==> src/rtl/event_stream_unpacker.sv <==
// Unpacks 64-bit AXI-Stream event words into validated, rate-limited events.
// Define EVENT_STATS_EN to build the saturating accepted/dropped counters.
module event_stream_unpacker #(
   parameter int unsigned INPUT_BIT_TIME = 32,
   parameter int unsigned INPUT_BIT_X    = 8,
   parameter int unsigned INPUT_BIT_Y    = 8,
   parameter int unsigned MAX_X_COORD    = 128,
   parameter int unsigned MAX_Y_COORD    = 128,
   parameter int unsigned MIN_GAP        = 4
) (
   input  logic                      clk,
   input  logic                      reset,
   input  logic [63:0]               s_axis_tdata,
   input  logic                      s_axis_tvalid,
   input  logic                      s_axis_tlast,
   output logic                      s_axis_tready,
   output logic [INPUT_BIT_TIME-1:0] timestamp,
   output logic [INPUT_BIT_X-1:0]    x_coord,
   output logic [INPUT_BIT_Y-1:0]    y_coord,
   output logic                      polarity,
   output logic                      is_valid,
   output logic                      sample_done,
   output logic [31:0]               accepted_count,
   output logic [31:0]               dropped_count
);

   localparam int unsigned GapW = (MIN_GAP > 1) ? $clog2(MIN_GAP) : 1;

   typedef enum logic [0:0] {StIdle, StGap} state_e;

   state_e                    state_q;
   logic [GapW-1:0]           gap_cnt_q;
   logic [INPUT_BIT_TIME-1:0] last_ts_q;
   logic [INPUT_BIT_TIME-1:0] ts_q;
   logic [INPUT_BIT_X-1:0]    x_q;
   logic [INPUT_BIT_Y-1:0]    y_q;
   logic                      pol_q;
   logic                      is_valid_q;
   logic                      sample_done_q;

   logic [INPUT_BIT_TIME-1:0] word_ts;
   logic [INPUT_BIT_X-1:0]    word_x;
   logic [INPUT_BIT_Y-1:0]    word_y;
   logic                      word_pol;
   logic                      word_ok;
   logic                      handshake;
   logic                      unused_bits;

   assign word_ts     = INPUT_BIT_TIME'(s_axis_tdata[63:32]);
   assign word_y      = INPUT_BIT_Y'(s_axis_tdata[23:16]);
   assign word_x      = INPUT_BIT_X'(s_axis_tdata[15:8]);
   assign word_pol    = s_axis_tdata[0];
   assign unused_bits = ^{s_axis_tdata[31:24], s_axis_tdata[7:1]};

   assign word_ok = (32'(word_x) < MAX_X_COORD) && (32'(word_y) < MAX_Y_COORD) &&
                    (word_ts >= last_ts_q);

   // Masking with reset keeps the source from handing over a word that would be discarded.
   assign s_axis_tready = (state_q == StIdle) && !reset;
   assign handshake     = s_axis_tvalid && s_axis_tready;

   always_ff @(posedge clk) begin
      if (reset) begin
         state_q       <= StIdle;
         gap_cnt_q     <= '0;
         last_ts_q     <= '0;
         ts_q          <= '0;
         x_q           <= '0;
         y_q           <= '0;
         pol_q         <= 1'b0;
         is_valid_q    <= 1'b0;
         sample_done_q <= 1'b0;
      end else begin
         is_valid_q    <= 1'b0;
         sample_done_q <= 1'b0;
         case (state_q)
            StIdle: begin
               if (handshake) begin
                  if (word_ok) begin
                     ts_q       <= word_ts;
                     x_q        <= word_x;
                     y_q        <= word_y;
                     pol_q      <= word_pol;
                     is_valid_q <= 1'b1;
                     last_ts_q  <= word_ts;
                     if (MIN_GAP > 1) begin
                        state_q   <= StGap;
                        gap_cnt_q <= GapW'(MIN_GAP - 1);
                     end
                  end
                  // End of sample restarts timestamp ordering, overriding the update above.
                  if (s_axis_tlast) begin
                     sample_done_q <= 1'b1;
                     last_ts_q     <= '0;
                  end
               end
            end
            StGap: begin
               if (gap_cnt_q <= GapW'(1)) begin
                  state_q   <= StIdle;
                  gap_cnt_q <= '0;
               end else begin
                  gap_cnt_q <= gap_cnt_q - GapW'(1);
               end
            end
            default: begin
               state_q   <= StIdle;
               gap_cnt_q <= '0;
            end
         endcase
      end
   end

   assign timestamp   = ts_q;
   assign x_coord     = x_q;
   assign y_coord     = y_q;
   assign polarity    = pol_q;
   assign is_valid    = is_valid_q;
   assign sample_done = sample_done_q;

`ifdef EVENT_STATS_EN
   logic [31:0] acc_q, acc_d;
   logic [31:0] drop_q, drop_d;

   always_comb begin
      acc_d  = acc_q;
      drop_d = drop_q;
      if (handshake) begin
         if (word_ok) begin
            if (acc_q != 32'hFFFF_FFFF) acc_d = acc_q + 32'd1;
         end else begin
            if (drop_q != 32'hFFFF_FFFF) drop_d = drop_q + 32'd1;
         end
      end
   end

   always_ff @(posedge clk) begin
      if (reset) begin
         acc_q  <= '0;
         drop_q <= '0;
      end else begin
         acc_q  <= acc_d;
         drop_q <= drop_d;
      end
   end

   assign accepted_count = acc_q;
   assign dropped_count  = drop_q;
`else
   assign accepted_count = '0;
   assign dropped_count  = '0;
`endif

endmodule

==> config.mk <==
export PLATFORM = sky130hd
export DESIGN_NAME = event_stream_unpacker
export DESIGN_NICKNAME = d
export VERILOG_FILES = /design/src/rtl/event_stream_unpacker.sv
export SDC_FILE = /design/constraint.sdc
export NUM_CORES = 1
export LEC_CHECK = 0
export CORE_ASPECT_RATIO = 2
export CORE_MARGIN = 2
export CORE_UTILIZATION = 44
export CTS_BUF_LIST = sky130_fd_sc_hd__clkbuf_16
export DETAILED_ROUTE_END_ITERATION = 12
export PLACE_DENSITY = 0.81
export REMOVE_ABC_BUFFERS = 1
export SYNTH_ARGS = -nofsm -noshare
export SYNTH_HDL_FRONTEND = slang
export SYNTH_SLANG_ARGS = --single-unit
==> constraint.sdc <==
create_clock -name clk -period 3.1 [get_ports clk]
set_input_delay 0.62 -clock clk [delete_from_list [all_inputs] [get_ports clk]]
set_output_delay 0.62 -clock clk [all_outputs]
set_load 0.03 [all_outputs]
==> results.md <==
* Clock-pin transition on the worst setup and hold timing paths at 60 ps
* All-Layer GR Usage at 0.2008
* PD cells at 427.4 nW/um^2
* Row count at 53
* Io pins at 184
* Htree depth at 3
* Worst Path Buf+Inv at 2
* Filler instances at 972
* DR WL met3 at 527 um
* RSZ-0062 raised after global routing: false
* Status: finished clean
* Worst Path Required at 3350 ps
* Synth Warn # at 0
* Max Root-Sink Buffers at 2
* Most common cell after layout, fill and taps aside: clkdlybuf4s50_1
* Register area share after synthesis at 0.3686
* Synth Flop Type: dfxtp_1
* Largest net degree at the start of global routing at 54
* Number of port buffers at 104
* Crit path kind: primary input to register
* CTS tree: built
* HPWL after detailed placement at 8459 um
* Minimum clock period at 2942 ps
* Slew @ Worst Pin at 578.8 ps
* Highest Signal Layer: met4
* Synth top area cells: dfxtp_1 37%, buf_4 10%, ha_1 8.6%, mux2i_1 6.6%, a21oi_1 6.1%
* Antenna diodes at 0
* Critical-path cell list: clkdlybuf4s50_1 -> ha_1 -> and4_1 -> nand4_2 -> or3_4 -> a31oi_4 -> nor2_4 -> inv_6 -> mux2i_1
* Top cell type's share of synthesized area at 0.3686
* Data arrival, critical path at 3190 ps
* LEAKAGE at 2.186 nW
* Netlist cell types at 42
* Placer congestion estimate at 0.7768
* Core area at 10410 um^2
* Pre-antenna DRT Iters at 4
* Final std cell area, no fill at 5956 um^2
* Number of synthesized register bits at 86
* Worst Skew at 5.862 ps
* Iter 0 DRT Violations at 211
* Post-Syn Instances at 556
* Final setup TNS at 0 ps
* M1 WL at 4073 um
* Initial Utilization at 0.4486
* WL/cell at 14.25 um
* Crit path max-delay cell type: clkdlybuf4s50_1
* MaxCap Viol Count at 0
* Initial antenna violation count at 0
* Critical Path Max Stage Delay at 450 ps
* DRC at 0
* CTS Hold Buffers Added at 0
* Nets at 762
* Worst-Skew Late Latency at 340 ps
* Die area at 11510 um^2
* Layout cell share with drive strength beyond 1 at 0.08709
* CTS resizes at 0
* CP Max Fanout at 35
* Post-synth ARST share at 0
* Most frequent cells in the layout: 103 x clkdlybuf4s50_1, 86 x dfxtp_1, 73 x nand2_1, 64 x conb_1, 57 x a21oi_1
* Max frequency at 0.3399 GHz
* Placed Area at 5675 um^2
* Clock sink count at 86
* P&R area growth vs syn at 27.51%
* Final WL at 11450 um
* Final setup fails at 0
* CTS Buf Count at 9
* Die Width at 76.86 um
* Global route overflow at 0
* Via count at 4086
* VDD IR max at 0.0002704 V
* Post-CTS Setup Repair Bufs at 0
* Vias in the first global route at 4116
* DR vias/cell at 5.088
* First-pass GRT wire length at 18510 um
* Mapped cell area at 4671 um^2
* Endpoints failing hold at 0
* Met2 WL at 6324 um
* Root Buffer: clkbuf_16
* Syn avg cell area at 8.401 um^2
* Min-delay worst type: register to register
* Number of synthesized flops with an enable pin at 0
* Startpoint types: primary input
* Max Slew Vio Count at 0
* Type of destination of the critical path: register
* Leading area contributor after synthesis: dfxtp_1
* Die height at 149.7 um
* Slew Limit Headroom at 0.6141
* Tcrit/Tclk final at 0.9491
* Routed Antenna Nets at 0
* Delay-heaviest family, CP: simple AND/OR/NAND/NOR gates
kinds of logic (layout without fill, tap and decap cells):
logic type / after synthesis / count (layout) / share of synthesized area
flops: 86 / 86 / 0.3686
buf+inv: 134 / 181 / 0.1789
compound gates: 126 / 126 / 0.1522
simple gates: 146 / 146 / 0.1473
other cells: 1 / 64 / 0.0008029
mux: 31 / 31 / 0.06644
fa+ha+maj: 32 / 32 / 0.08572
worst paths after layout:
path                                  startpoint       endpoint  slack [ps]  depth (start not counted)
worst min-delay path                last_ts_q[9]   last_ts_q[9]         460                          2
worst max register to register     last_ts_q[25]  last_ts_q[10]         540                          9
worst max-delay path            s_axis_tdata[61]  last_ts_q[10]         160                          9
worst min register to register      last_ts_q[9]   last_ts_q[9]         460                          2
synth_stat cells, types with 2 or more instances:
| master | n |
|---|---|
| a21oi_1 | 57 |
| a21oi_2 | 3 |
| and4_1 | 2 |
| buf_2 | 6 |
| buf_4 | 65 |
| buf_6 | 10 |
| clkbuf_1 | 16 |
| dfxtp_1 | 86 |
| ha_1 | 32 |
| inv_1 | 34 |
| mux2i_1 | 31 |
| nand2_1 | 73 |
| nand2b_1 | 3 |
| nand3_1 | 50 |
| nand4_1 | 3 |
| nor2_1 | 6 |
| nor3b_1 | 2 |
| o21ai_0 | 33 |
| o21ai_1 | 21 |
metrics by stage:
stage	setup WS (ps)	instances	hold WS (ps)	util	power, mW
final	157.9	803	456.4	0.5720	2.545
after global routing	47.43	803	476.5	0.5720	2.649
after CTS	162.0	803	456.7	0.5720	2.571
after detailed placement	-187.2	788	449.0	0.5451	1.547
after global placement	-61.44	788	439.7	0.5451	1.535
after floorplan	-518.3	520	432.1	-	1.377
worst min-delay path: cells and delay by family, from the launching register on:
family	cells	cell delay (ps)
flops	1	310
simple gates	1	50
mux	1	50
layout make-up:
type                            instances  area [um^2]  area share
Clock buffer                            9        225.2     0.03782
Clock inverter                          6        55.05    0.009244
Inverter                               35        136.4     0.02290
Multi-Input combinational cell        399         2370      0.3979
Sequential cell                        86         1722      0.2891
Tap cell                              137        171.4     0.02878
Timing Repair Buffer                  131         1276      0.2143
per-layer routing:
metal / GRT usage / vias to the layer above
li1: - / 1971
met1: 0.1948 / 1924
met2: 0.3855 / 161
met3: 0.02654 / 30
met4: 0.1355 / 0
met5: 0 / -
power by group:
group | switching (mW) | leakage [nW] | internal (mW) | total, mW
Combinational | 0.251 | 1.35 | 0.143 | 0.394
Clock | 0.411 | 0.140 | 0.610 | 1.02
Sequential | 0.00855 | 0.695 | 1.12 | 1.13
Total | 0.670 | 2.19 | 1.88 | 2.55
state kept, by name, summed over array words and instances (netlist names):
signal       cells
state_q          1
sample_done      1
last_ts_q       32
polarity         1
timestamp       32
y_coord          8
gap_cnt_q        2
x_coord          8
is_valid         1
No activity file was read; power rests on OpenSTA's default activity.
